`config.mk`:
```
export PLATFORM = sky130hd
export DESIGN_NAME = trail_compositor
export DESIGN_NICKNAME = d
export VERILOG_FILES = /design/src/rtl/trail_compositor.sv
export SDC_FILE = /design/constraint.sdc
export NUM_CORES = 1
export LEC_CHECK = 0
export CORE_MARGIN = 3
export CORE_UTILIZATION = 52
export DETAILED_ROUTE_END_ITERATION = 12
export PLACE_DENSITY_LB_ADDON = 0.2
export SLEW_MARGIN = 20
export SYNTH_ARGS = -nofsm -noshare
export SYNTH_HDL_FRONTEND = slang
export SYNTH_SLANG_ARGS = --single-unit
```
`constraint.sdc`:
```
create_clock -name Clk -period 6.35 [get_ports Clk]
set_input_delay 1.27 -clock Clk [delete_from_list [all_inputs] [get_ports Clk]]
set_output_delay 1.27 -clock Clk [all_outputs]
set_load 0.02 [all_outputs]
```
`src/rtl/trail_compositor.sv`:
```
// trail_compositor
//   Composites the bike sprite layer over the frame-buffer trail layer and
//   checks, once per frame, whether any live bike head lands on a trail.
//
//   Ports
//     Clk, Reset         system clock, asynchronous active-high reset
//     frame_clk          frame tick, asynchronous to Clk (rising edge = frame start)
//     DrawX, DrawY       current pixel coordinates
//     pix_valid          DrawX/DrawY lie in the visible area
//     bike_color_in      sprite enum for the current pixel (TRANSPARENT = none)
//     head_x, head_y     packed bike-head coordinates, player p at [10p+9:10p]
//     player_alive       per-player enable for collision checking
//     blocked            per-player crash flag from game logic
//     rd_addr            frame-buffer read address (combinational)
//     rd_data            frame-buffer word, one Clk after rd_addr
//     color_enum         composited pixel enum, 2 Clk after DrawX
//     pix_valid_out      pix_valid aligned with color_enum
//     collide            per-player collision result of the last completed frame
//     collide_valid      one-Clk pulse when collide is updated
module trail_compositor #(
    parameter int unsigned NUM_PLAYERS = 2,
    parameter int unsigned H_RES       = 640,
    parameter int unsigned V_RES       = 480,
    parameter int unsigned COLOR_W     = 4,
    parameter logic [COLOR_W-1:0] CRASH_COLOR = 4'h7,
    parameter logic [COLOR_W-1:0] TRANSPARENT = 4'hF,
    parameter logic [COLOR_W-1:0] TRAIL_EMPTY = 4'h0
) (
    input  logic                      Clk,
    input  logic                      Reset,
    input  logic                      frame_clk,
    input  logic [9:0]                DrawX,
    input  logic [9:0]                DrawY,
    input  logic                      pix_valid,
    input  logic [COLOR_W-1:0]        bike_color_in,
    input  logic [NUM_PLAYERS*10-1:0] head_x,
    input  logic [NUM_PLAYERS*10-1:0] head_y,
    input  logic [NUM_PLAYERS-1:0]    player_alive,
    input  logic [NUM_PLAYERS-1:0]    blocked,
    output logic [18:0]               rd_addr,
    input  logic [15:0]               rd_data,
    output logic [COLOR_W-1:0]        color_enum,
    output logic                      pix_valid_out,
    output logic [NUM_PLAYERS-1:0]    collide,
    output logic                      collide_valid
);

    localparam logic [18:0] HALF_LINE = 19'(H_RES / 2);
    localparam logic [9:0]  H_LIM     = 10'(H_RES);
    localparam logic [9:0]  V_LIM     = 10'(V_RES);
    localparam logic [9:0]  X_LAST    = 10'(H_RES - 1);
    localparam logic [9:0]  Y_LAST    = 10'(V_RES - 1);

    typedef enum logic [1:0] {IDLE, SCAN, REPORT} state_t;

    // ------------------------------------------------------------------
    // Frame-buffer address: two pixels per 16-bit word
    // ------------------------------------------------------------------
    assign rd_addr = {9'd0, DrawX[9:1]} + ({9'd0, DrawY} * HALF_LINE);

    // ------------------------------------------------------------------
    // Stage 1: pixel context registered alongside the returning rd_data
    // ------------------------------------------------------------------
    logic [9:0]             x1, y1;
    logic                   xlsb1;
    logic                   pv1;
    logic [COLOR_W-1:0]     bike1;
    logic [NUM_PLAYERS-1:0] blocked1;

    always_ff @(posedge Clk or posedge Reset) begin
        if (Reset) begin
            x1       <= '0;
            y1       <= '0;
            xlsb1    <= 1'b0;
            pv1      <= 1'b0;
            bike1    <= '0;
            blocked1 <= '0;
        end else begin
            x1       <= DrawX;
            y1       <= DrawY;
            xlsb1    <= DrawX[0];
            pv1      <= pix_valid;
            bike1    <= bike_color_in;
            blocked1 <= blocked;
        end
    end

    // Even pixels live in the low nibble, odd pixels in bits [11:8]
    logic [COLOR_W-1:0] trail_nib;
    assign trail_nib = xlsb1 ? COLOR_W'(rd_data[11:8]) : COLOR_W'(rd_data[3:0]);

    // ------------------------------------------------------------------
    // Stage 2: priority compositing
    // ------------------------------------------------------------------
    always_ff @(posedge Clk or posedge Reset) begin
        if (Reset) begin
            color_enum    <= TRAIL_EMPTY;
            pix_valid_out <= 1'b0;
        end else begin
            pix_valid_out <= pv1;
            if (!pv1)
                color_enum <= TRAIL_EMPTY;
            else if (|blocked1)
                color_enum <= CRASH_COLOR;
            else if (bike1 != TRANSPARENT)
                color_enum <= bike1;
            else
                color_enum <= trail_nib;
        end
    end

    // ------------------------------------------------------------------
    // frame_clk synchroniser (fsync[1:0]) plus edge-history flop fsync[2]
    // ------------------------------------------------------------------
    logic [2:0] fsync;
    logic       frame_start;

    always_ff @(posedge Clk or posedge Reset) begin
        if (Reset) fsync <= '0;
        else       fsync <= {fsync[1:0], frame_clk};
    end

    assign frame_start = fsync[1] & ~fsync[2];

    // ------------------------------------------------------------------
    // Collision detection against the per-frame head snapshot
    // ------------------------------------------------------------------
    logic [NUM_PLAYERS*10-1:0] snap_x, snap_y;
    logic [NUM_PLAYERS-1:0]    snap_alive;
    logic [NUM_PLAYERS-1:0]    hit, hit_now;
    logic                      last_pix;

    // Off-screen heads are screened out explicitly so that a stray DrawX
    // beyond the visible area can never alias onto them.
    always_comb begin
        hit_now = '0;
        for (int unsigned p = 0; p < NUM_PLAYERS; p++) begin
            hit_now[p] = pv1 && snap_alive[p]
                         && (trail_nib != TRAIL_EMPTY)
                         && (snap_x[10*p +: 10] < H_LIM)
                         && (snap_y[10*p +: 10] < V_LIM)
                         && (x1 == snap_x[10*p +: 10])
                         && (y1 == snap_y[10*p +: 10]);
        end
    end

    assign last_pix = pv1 && (x1 == X_LAST) && (y1 == Y_LAST);

    state_t state;
    logic   pending;

    // Entering REPORT latches collide (including this cycle's hits) and
    // raises collide_valid, so the pulse coincides with the REPORT cycle.
    // A frame_start seen while scanning is parked in pending so the
    // following REPORT resumes scanning with a fresh snapshot.
    always_ff @(posedge Clk or posedge Reset) begin
        if (Reset) begin
            state         <= IDLE;
            pending       <= 1'b0;
            hit           <= '0;
            snap_x        <= '0;
            snap_y        <= '0;
            snap_alive    <= '0;
            collide       <= '0;
            collide_valid <= 1'b0;
        end else begin
            collide_valid <= 1'b0;
            case (state)
                IDLE: begin
                    if (frame_start) begin
                        state      <= SCAN;
                        snap_x     <= head_x;
                        snap_y     <= head_y;
                        snap_alive <= player_alive;
                        hit        <= '0;
                    end
                end
                SCAN: begin
                    hit <= hit | hit_now;
                    if (frame_start || last_pix) begin
                        state         <= REPORT;
                        collide       <= hit | hit_now;
                        collide_valid <= 1'b1;
                        pending       <= pending | frame_start;
                    end
                end
                REPORT: begin
                    if (pending || frame_start) begin
                        state      <= SCAN;
                        pending    <= 1'b0;
                        snap_x     <= head_x;
                        snap_y     <= head_y;
                        snap_alive <= player_alive;
                        hit        <= '0;
                    end else begin
                        state <= IDLE;
                    end
                end
                default: state <= IDLE;
            endcase
        end
    end

endmodule

```
Word-level counts from Yosys, hierarchy flattened
Index checks and enable logic that the tools add are counted.
{ "classes": {"n_addsub": 1, "mul": 1, "div_mod_pow": 0, "n_lt_le_gt_ge": 4, "n_eq_ne": 12, "shifts": 0, "n_mux": 25, "bitwise": 4, "reduce_logical": 27} }
{ "ops": {"columns": ["cell", "n"], "rows": [
  ["two-way mux 20 bit", 4],
  ["case mux 20 bit (2 select lines)", 2],
  ["equality test 10 bit", 4],
  ["less-than comparator 10 bit (second input constant)", 2],
  ["less-than comparator 10 x 9 -> 1 bit (second input constant)", 2],
  ["adder 9 x 19 -> 19 bit", 1],
  ["two-way mux 4 bit", 4],
  ["logical AND 1 bit", 14],
  ["multiplier 10 x 3 -> 13 bit (second input constant)", 1],
  ["two-way mux 2 bit", 6],
  ["case mux 2 bit (3 select lines)", 2],
  ["equality test 10 bit (second input constant)", 1],
  ["equality test 10 x 9 -> 1 bit (second input constant)", 1],
  ["AND reduction 3 bit", 3],
  ["!= test 2 bit (second input constant)", 3],
  ["two-way mux 1 bit", 5],
  ["!= test 4 bit (second input constant)", 1],
  ["case mux 2 bit (2 select lines)", 1],
  ["AND reduction 2 bit", 2],
  ["nonzero test 2 bit", 2],
  ["nonzero test 4 bit", 1],
  ["nonzero test 3 bit", 1],
  ["equality test 2 x 1 -> 1 bit (second input constant)", 1],
  ["equality test 2 bit (second input constant)", 1],
  ["8 further kinds", 9]
]} }
{ "word_totals": {"ff_bits": 86, "latchBits": 0, "mem_bits_rw": 0, "mem_bits_ro": 0, "inputBits": 88, "output_inout_bits": 27, "word_cells": 91, "mem_count": 0} }

Depth between registers and ports, before layout
Gate-level depths: netlist of run 1.
{ "depth": {"word_depth": 9, "mapped_depth": 9, "ltp_nobuf": 9} }

Worst setup path before layout of run 1
Ideal clock, no wire load.
{ "synth_timing": {"kind": "in2out", "start": "input DrawY[1]", "end": "output rd_addr[17]", "arrival_ns": 3.595, "required_time_ns": 5.080, "path_slack_ns": 1.485, "path_stages": 9, "path_buffers": 0, "cell_sequence": "ha_1 -> ha_1 -> fa_1 -> a211oi_1 -> nor2_1 -> xor2_1 -> nand4_1 -> nor3_1 -> xor2_1"} }
{ "synth_via": {"elab_chain_cells": 2} }
{ "synth_lines": {"columns": ["item", "line", "rtl"], "rows": [
  ["from (decl)", "33", "input logic [9:0] DrawY,"],
  ["multiplier 10 x 3 -> 13 bit", "59", "assign rd_addr = {9'd0, DrawX[9:1]} + ({9'd0, DrawY} * HALF_LINE);"],
  ["adder 9 x 19 -> 19 bit", "59", null],
  ["to (decl)", "40", "output logic [18:0] rd_addr,"]
]} }
No other way between the ends.

Worst setup path after layout of run 1
Ends and elaborated chain as after synthesis.

==> results of run 1 <==
==> metrics by stage <==
stage | setup slack (ns) | instances | total power [W]
after floorplan | 1.49 | 347 | 0.00124
after global placement | 0.391 | 544 | 0.00143
after detailed placement | 0.313 | 545 | 0.00146
after CTS | 0.317 | 561 | 0.00187
after global routing | 0.0702 | 561 | 0.00196
final | 0.258 | 561 | 0.00185
==> flip-flops by register name (all words and copies together), names as in the netlist, 3 cells and up <==
| name | count |
|---|---|
| snap_x | 20 |
| snap_y | 20 |
| x1 | 10 |
| color_enum | 4 |
| bike1 | 4 |
| fsync | 3 |
| y1 | 10 |
==> cells in the final DEF, fill, tap and decap left out, drive strengths merged, types with 2 or more instances in the layout <==
cell type	instances
a21oi	6
clkinv	3
nand2b	2
o21ai	18
o21a	2
nor3b	3
and2	2
and2b	2
buf	2
mux2	47
nor2	16
clkdlybuf4s50	106
a31oi	3
nand4	10
nor2b	3
fa	2
nor4	3
a211oi	2
o22ai	4
nor4b	2
dfrtp	85
inv	12
ha	19
clkbuf	10
nand2	12
a21o	3
nor3	5
xor2	17
xnor2	30
or4	2
nand3	6
a21boi	3
nand4b	3
==> how the worst min path moves through the flow <==
stage          startpoint  endpoint  slack, ns  cells past startpoint
2_1_floorplan    fsync[0]  fsync[1]       0.33                      0
3_3_place_gp     fsync[0]  fsync[1]       0.34                      0
3_5_place_dp     fsync[0]  fsync[1]       0.34                      0
4_1_cts          fsync[0]  fsync[1]       0.37                      0
5_1_grt          fsync[0]  fsync[1]       0.37                      0
6_report         fsync[0]  fsync[1]       0.36                      0
==> area by class of cell <==
cell class                 instances  area (sq um)
sequential                        85          2130
multi-input combinational        239          1990
clock inverter                     6          68.8
inverter                          11          42.5
fill                             539          2220
clock buffer                      10           138
tap                              102           128
timing repair buffer             108          1100
==> cells by family after synthesis <==
family / after synthesis / share of synthesized area
xor+xnor: 47 / 0.0974
flops: 85 / 0.503
buf+inv: 23 / 0.0287
fa+ha+maj: 21 / 0.0657
compound gates: 47 / 0.0713
mux: 48 / 0.128
simple gates: 76 / 0.105
==> power by group through the flow <==
stage                     registers (W)  logic (W)  clock network (W)
after floorplan                0.000801   0.000440                  0
after global placement         0.000829   0.000598                  0
after detailed placement       0.000839   0.000625                  0
after CTS                      0.000832   0.000633           0.000404
after global routing           0.000853   0.000686           0.000426
final                          0.000831   0.000627           0.000393
==> per-layer routing <==
metal  GRT usage  routed length, um  vias up  part of all wire
met3      0.0618                639       21             0.068
li1            -                  -     1446                 -
met4      0.0865                233        0             0.025
met1       0.272               3780     1498              0.40
met5           0                  0        -                 0
met2       0.371               4730       96              0.50
==> critical path, cell delays in order <==
cell and delay, ns:
clkdlybuf4s50_1 0.48, ha_1 0.32, ha_1 0.22, fa_1 0.43, a211oi_1 0.48, nor2_1 0.12
xor2_1 0.31, nand4_1 0.19, nor3_1 0.21, xor2_1 0.16, clkdlybuf4s50_1 0.62
==> metrics.txt, run 1 <==
Worst EP required 5.08 ns; largest net degree at the start of global routing 86; Boundary Pins 115; Clk network pwr share 0.212; Clock Path Buffers 2; post-synthesis register bit count 85; root buffer cell clkbuf_8; Worst VDD drop 0.000186 V; Synth cell types 51; logic gate share of total power 0.339; post-route cell area 5590 sq um; count of final max-slew check failures 0; wire length of the first global-routing pass 15500 um; length in cells of the worst reg-to-reg path 5; deepest level of the CTS H-tree 3; post-DP HPWL 7250 um; synthesized instance count 347; number of violations reported at the end of detailed-routing iteration 0 107; predominant post-synthesis flop cell dfrtp_1; worst endpoint data arrival time 4.82 ns; power density normalized to cell area 331 nW/um^2; global-route usage over all layers 0.222; count of synthesis-stage warnings from yosys 0; sequential share of power 0.449; CTS tree yes; status completed; Achievable Freq 164 MHz; Worst R2R Start x1[0]; number of I/O port buffers 106; count of standard-cell rows 32; synthesized area 4230 sq um; post-place instance area 5380 sq um; wire length per cell 16.7 um; post-route minimum period 6.09 ns; maximum fanout along the worst path 4; Period Utilization, post-route 0.959; most repeated cell in the gate-level netlist after synthesis dfrtp_1; Relative slew margins 0.519; leftover overflow at the end of global routing 0; number of vias in the routed layout 3061; number of gates resized after CTS 0; clock skew 0.0106 ns; Leakage 2.31 nW; post-synth net total 456; CTS hold repair buffers 0; initial core utilization 0.542; final hold violation count 0; number of global-route vias before repair 3309; area of the core 7810 sq um; number of enable-type register cells in the synthesized netlist 0; Final nets 563; proportion of synthesized flip-flops having asynchronous set or reset 1.00; utilization after layout 0.716; DRT Pass-1 Iters 4; max-cap check violation count 0; switching power 0.000593 W; switching portion of total power 0.321; setup slack, reg-to-reg 4.12 ns; number of remaining DRC errors 0; hold_ws 0.361 ns; sequential cell area fraction in the yosys report 0.503; Final Wtd Congestion 0.805; Diodes inserted 0; timing endpoint of the critical path rd_addr[17]; routed vias/inst 5.46; setup TNS after final layout 0 ns; final WL 9380 um; Area contributors post-synth dfrtp_1 (50%), mux2_2 (12%), xnor2_1 (6.2%); cell type contributing the most total cell area after synthesis dfrtp_1; Worst-Margin Slew 0.721 ns; clock sink count 85; DRT antenna net count 0; startpoint of the worst setup timing path DrawY[1]; total setup buffers inserted after CTS 0; proportion of netlist area held by the largest area contributor 0.503; hold crit path type register to register; initial antenna violation count 0; die outline width 96.2 um; end of the worst register-to-register path collide[0]; start-to-end type of the worst setup path primary input to output port; TritonCTS Buffers 9; clock latency at the later pin of the worst-skew pair 0.36 ns; proportion of layout cells with a drive suffix above 1 0.163; setup-violating endpoint count in the final report 0; clock transition at the registers of the reported paths 0.09 ns; startpoint kind of the worst setup timing path primary input; Cell Int Power 0.00126 W; crit path capture type output port; average cell area after synthesis 12.2 sq um; synth cell count leaders dfrtp_1 (85), mux2_2 (46), xnor2_1 (30); overall die area 9250 sq um; area growth from synthesis to layout 32.2%; floorplan die height 96.2 um; unrepaired setup endpoints after global routing false
Power figures use the tool's default switching activity.
==> inputs of run 2 (changes only) <==
SETUP_SLACK_MARGIN = 0.3   (was default)
==> metrics.txt, run 2 (synthesis gave the netlist of run 1 again) <==
startpoint kind of the worst setup timing path primary input (unchanged); wire length of the first global-routing pass 15500 um (unchanged); start-to-end type of the worst setup path primary input to output port (unchanged); count of standard-cell rows 32 (unchanged); post-route minimum period 5.87 ns (was 6.09 ns); number of global-route vias before repair 3309 (unchanged); global-route usage over all layers 0.222 (unchanged); number of vias in the routed layout 3081 (was 3061); highest cell delay on the worst timing path 0.61 ns (was 0.62 ns); worst min-delay path endpoint fsync[1] (unchanged); cell-by-cell trace of the critical path clkdlybuf4s50_1 > ha_1 > ha_1 > fa_1 > xnor2_1 > or3b_2 > and4bb_2 > nand2_1 > xor2_1 > clkdlybuf4s50_1 (was clkdlybuf4s50_1 > ha_1 > ha_1 > fa_1 > a211oi_1 > nor2_1 > xor2_1 > nand4_1 > nor3_1 > xor2_1 > clkdlybuf4s50_1); Worst R2R Start x1[0] (unchanged); total setup buffers inserted after CTS 0 (unchanged); max-cap check violation count 0 (unchanged); end of the worst register-to-register path collide[0] (unchanged); area of the core 7810 sq um (unchanged); clock latency at the later pin of the worst-skew pair 0.36 ns (about the same); DRT Pass-1 Iters 4 (unchanged); leftover overflow at the end of global routing 0 (unchanged); Boundary Pins 115 (unchanged); Period Utilization, post-route 0.925 (was 0.959); Clock Path Buffers 2 (unchanged); initial antenna violation count 0 (unchanged); final hold violation count 0 (unchanged); wire length per cell 16.9 um (was 16.7 um); Worst-Margin Slew 0.723 ns (was 0.721 ns); number of violations reported at the end of detailed-routing iteration 0 105 (was 107); area growth from synthesis to layout 32.6% (was 32.2%); deepest level of the CTS H-tree 3 (unchanged); die outline width 96.2 um (unchanged); status completed (unchanged); Final nets 563 (unchanged); number of remaining DRC errors 0 (unchanged); most common cell after layout, fill and taps aside clkdlybuf4s50_1 (unchanged); setup slack, reg-to-reg 4.12 ns (about the same); number of I/O port buffers 106 (unchanged); power density normalized to cell area 331 nW/um^2 (about the same); top flop regs snap_x (20), snap_y (20) (unchanged); TritonCTS Buffers 9 (unchanged); most used cells in the layout excluding fill and tap cells clkdlybuf4s50_1 (105), dfrtp_1 (85), mux2_2 (46), xnor2_1 (30), ha_1 (19) (was clkdlybuf4s50_1 (106), dfrtp_1 (85), mux2_2 (46), xnor2_1 (30), ha_1 (19)); Worst EP required 5.08 ns (about the same); worst endpoint data arrival time 4.60 ns (was 4.82 ns); final WL 9480 um (was 9380 um); number of gates resized after CTS 0 (unchanged); length in cells of the worst reg-to-reg path 5 (unchanged); unrepaired setup endpoints after global routing false (unchanged); overall die area 9250 sq um (unchanged); hold path startpoint fsync[0] (unchanged); hold crit path type register to register (unchanged); proportion of layout cells with a drive suffix above 1 0.168 (was 0.163); cell depth of the worst hold path 0 (unchanged); root buffer cell clkbuf_8 (unchanged); clock skew 0.0107 ns (was 0.0106 ns); maximum fanout along the worst path 4 (unchanged); DRT antenna net count 0 (unchanged); utilization after layout 0.718 (was 0.716); cell at the slowest stage of the critical path clkdlybuf4s50_1 (unchanged); Achievable Freq 170 MHz (was 164 MHz); total buffers and inverters traversed by the critical path 2 (unchanged); routed vias/inst 5.49 (was 5.46); crit path capture type output port (unchanged); largest net degree at the start of global routing 86 (unchanged); floorplan die height 96.2 um (unchanged); initial core utilization 0.542 (unchanged); post-DP HPWL 7250 um (unchanged); Leakage 2.32 nW (was 2.31 nW); count of final max-slew check failures 0 (unchanged); setup TNS after final layout 0 ns (unchanged); Relative slew margins 0.518 (was 0.519); clock transition at the registers of the reported paths 0.09 ns (about the same); setup-violating endpoint count in the final report 0 (unchanged); Diodes inserted 0 (unchanged); fill cell count 537 (was 539); CTS hold repair buffers 0 (unchanged); CTS tree yes (unchanged); Worst VDD drop 0.000186 V (about the same); Final Wtd Congestion 0.805 (unchanged); Top Family by Delay on Critical Path buffers and inverters (unchanged); clock sink count 85 (unchanged)
==> run 2: cell types whose count changed in the layout (fill, tap and decap cells not counted), sizes merged <==
cell,delta
clkdlybuf4s50,-1
dlymetal6s2s,+1
==> run 2: worst register-to-register path: stages (launching register included) <==
cell	delay (ns)
dfrtp_1	0.59
nand4_2	0.11
or4_1	0.52
o31a_1	0.38
nor2b_4	0.19
mux2_4	0.32
==> run 2: cell type report <==
cell class,count,area [sq um],share of cell area
flip-flops and latches,85,2130,0.379
multi-input cells,239,2000,0.357
clock buffers,10,138,0.0246
repair buffers,108,1100,0.197
inverters,11,42.5,0.00759
well taps,102,128,0.0228
clock inverters,6,68.8,0.0123
==> run 2: power by group <==
group          switching (W)  internal [W]  leakage (nW)
clock               0.000197      0.000195         0.103
sequential          0.000131      0.000699          1.01
combinational       0.000267      0.000364          1.21
==> run 2: per-layer routing <==
metal,vias to the layer above,GRT usage,share of wire
li1,1449,-,-
met1,1520,0.272,0.41
met2,91,0.371,0.51
met3,21,0.0618,0.062
met4,0,0.0865,0.024
met5,-,0,0
==> run 2: metrics by stage <==
stage | setup WS, ns | std cells | total power, W | area (sq um) | hold slack (ns)
floorplan | 1.49 | 347 | 0.00124 | 4230 | 0.331
detailed placement | 0.313 | 545 | 0.00146 | 5380 | 0.344
CTS | 0.317 | 561 | 0.00187 | 5590 | 0.366
finish | 0.478 | 561 | 0.00185 | 5610 | 0.361
global placement | 0.391 | 544 | 0.00143 | 5350 | 0.341
global route | 0.311 | 561 | 0.00197 | 5610 | 0.369
==> run 2: worst max path at each step <==
stage | from | to | slack, ns | cells past startpoint
3_3_place_gp | DrawY[1] | rd_addr[17] | 0.39 | 11
5_1_grt | DrawY[1] | rd_addr[16] | 0.31 | 10
3_5_place_dp | DrawY[1] | rd_addr[17] | 0.31 | 11
6_report | DrawY[1] | rd_addr[16] | 0.48 | 10
2_1_floorplan | DrawY[1] | rd_addr[17] | 1.49 | 9
4_1_cts | DrawY[1] | rd_addr[17] | 0.32 | 11
==> inputs of run 3 (changes only) <==
SETUP_SLACK_MARGIN = 0.15   (was 0.3)
==> metrics.txt, run 3 (synthesis gave the netlist of run 1 again) <==
leftover overflow at the end of global routing 0 (unchanged); number of gates resized after CTS 0 (unchanged); Cell Int Power 0.00126 W (about the same); count of standard-cell rows 32 (unchanged); Period Utilization, post-route 0.934 (was 0.925); proportion of layout cells with a drive suffix above 1 0.166 (was 0.168); post-route minimum period 5.93 ns (was 5.87 ns); number of remaining DRC errors 0 (unchanged); setup-violating endpoint count in the final report 0 (unchanged); highest cell delay on the worst timing path 0.62 ns (was 0.61 ns); final hold violation count 0 (unchanged); status completed (unchanged); area of the core 7810 sq um (unchanged); number of global-route vias before repair 3309 (unchanged); unrepaired setup endpoints after global routing false (unchanged); clock sink count 85 (unchanged); global-route usage over all layers 0.222 (unchanged); die outline width 96.2 um (unchanged); count of final max-slew check failures 0 (unchanged); post-route cell area 5600 sq um (was 5610 sq um); hold path startpoint fsync[0] (unchanged); Top Family by Delay on Critical Path buffers and inverters (unchanged); cell-by-cell trace of the critical path clkdlybuf4s50_1 > ha_1 > ha_1 > fa_1 > a211oi_2 > nor2_1 > xor2_1 > nand4_1 > nor3_1 > xor2_1 > clkdlybuf4s50_1 (was clkdlybuf4s50_1 > ha_1 > ha_1 > fa_1 > xnor2_1 > or3b_2 > and4bb_2 > nand2_1 > xor2_1 > clkdlybuf4s50_1); final setup margin 0.417 ns (was 0.478 ns); Final Wtd Congestion 0.805 (unchanged); Worst-Margin Slew 0.723 ns (about the same); maximum fanout along the worst path 4 (unchanged); DRT Pass-1 Iters 4 (unchanged); worst endpoint data arrival time 4.66 ns (was 4.60 ns); area growth from synthesis to layout 32.3% (was 32.6%); top flop regs snap_x (20), snap_y (20) (unchanged); Leakage 2.31 nW (was 2.32 nW); number of vias in the routed layout 3074 (was 3081); crit path capture type output port (unchanged); clock skew 0.0108 ns (was 0.0107 ns); Design Power 0.00185 W (about the same); deepest level of the CTS H-tree 3 (unchanged); Diodes inserted 0 (unchanged); wire length of the first global-routing pass 15500 um (unchanged); Setup WS pre-CTS 0.313 ns (unchanged); CTS hold repair buffers 0 (unchanged); root buffer cell clkbuf_8 (unchanged); DRT antenna net count 0 (unchanged); initial antenna violation count 0 (unchanged); Relative slew margins 0.518 (about the same); Achievable Freq 169 MHz (was 170 MHz); number of violations reported at the end of detailed-routing iteration 0 103 (was 105); post-DP HPWL 7250 um (unchanged); Boundary Pins 115 (unchanged); TritonCTS Buffers 9 (unchanged); switching portion of total power 0.320 (was 0.321); startpoint kind of the worst setup timing path primary input (unchanged); wire length per cell 16.7 um (was 16.9 um); logic gate share of total power 0.340 (about the same); start-to-end type of the worst setup path primary input to output port (unchanged); max-cap check violation count 0 (unchanged); switching power 0.000593 W (was 0.000595 W); Final nets 563 (unchanged); number of I/O port buffers 106 (unchanged); sequential share of power 0.449 (was 0.448); utilization after layout 0.717 (was 0.718); clock transition at the registers of the reported paths 0.09 ns (about the same); cell at the slowest stage of the critical path clkdlybuf4s50_1 (unchanged); Clock Path Buffers 2 (unchanged); Worst EP required 5.08 ns (about the same); routed vias/inst 5.48 (was 5.49); setup TNS after final layout 0 ns (unchanged); fill cell count 537 (unchanged); total buffers and inverters traversed by the critical path 2 (unchanged); most common cell after layout, fill and taps aside clkdlybuf4s50_1 (unchanged); total setup buffers inserted after CTS 0 (unchanged); initial core utilization 0.542 (unchanged); overall die area 9250 sq um (unchanged); Worst VDD drop 0.000186 V (unchanged); floorplan die height 96.2 um (unchanged); power density normalized to cell area 331 nW/um^2 (about the same); final WL 9390 um (was 9480 um); most used cells in the layout excluding fill and tap cells clkdlybuf4s50_1 (106), dfrtp_1 (85), mux2_2 (46), xnor2_1 (30), ha_1 (19) (was clkdlybuf4s50_1 (105), dfrtp_1 (85), mux2_2 (46), xnor2_1 (30), ha_1 (19)); startpoint of the worst setup timing path DrawY[1] (unchanged); hold crit path type register to register (unchanged); clock latency at the later pin of the worst-skew pair 0.36 ns (about the same); CTS tree yes (unchanged); Clk network pwr share 0.212 (about the same); largest net degree at the start of global routing 86 (unchanged); Worst R2R Start x1[0] (unchanged); post-place instance area 5380 sq um (unchanged)
==> run 3: per-stage QoR <==
step / hold slack [ns] / std cells
2_1_floorplan: 0.331 / 347
3_3_place_gp: 0.341 / 544
3_5_place_dp: 0.344 / 545
4_1_cts: 0.366 / 561
5_1_grt: 0.369 / 561
6_report: 0.361 / 561
==> run 3: final cells by class <==
cell class,count,area [sq um],share of cell area
Clock inverter,6,68.8,0.0123
Multi-Input combinational cell,239,1990,0.356
Inverter,11,42.5,0.00760
Tap cell,102,128,0.0228
Clock buffer,10,138,0.0246
Timing Repair Buffer,108,1100,0.197
Sequential cell,85,2130,0.380
==> run 3: power by group through the flow <==
stage | clock (W) | combinational [W] | sequential, W
floorplan | 0 | 0.000440 | 0.000801
global placement | 0 | 0.000598 | 0.000829
detailed placement | 0 | 0.000625 | 0.000839
CTS | 0.000404 | 0.000633 | 0.000832
global route | 0.000426 | 0.000687 | 0.000853
finish | 0.000392 | 0.000629 | 0.000830
==> run 3: per-layer routing <==
metal,GRT usage,vias to the layer above,part of all wire
met3,0.0618,21,0.062
met2,0.371,91,0.51
met5,0,-,0
met4,0.0865,0,0.025
li1,-,1451,-
met1,0.272,1511,0.41
==> run 3: worst paths after layout <==
kind                               end  depth (start not counted)  slack (ns)
setup / recovery           rd_addr[17]                         11        0.42
hold / removal                fsync[1]                          0        0.36
setup reg to reg            collide[0]                          5        4.12
hold reg to reg               fsync[1]                          0        0.36
max in group asynchronous        y1[4]                          3        4.44
min in group asynchronous        x1[0]                          3        1.42
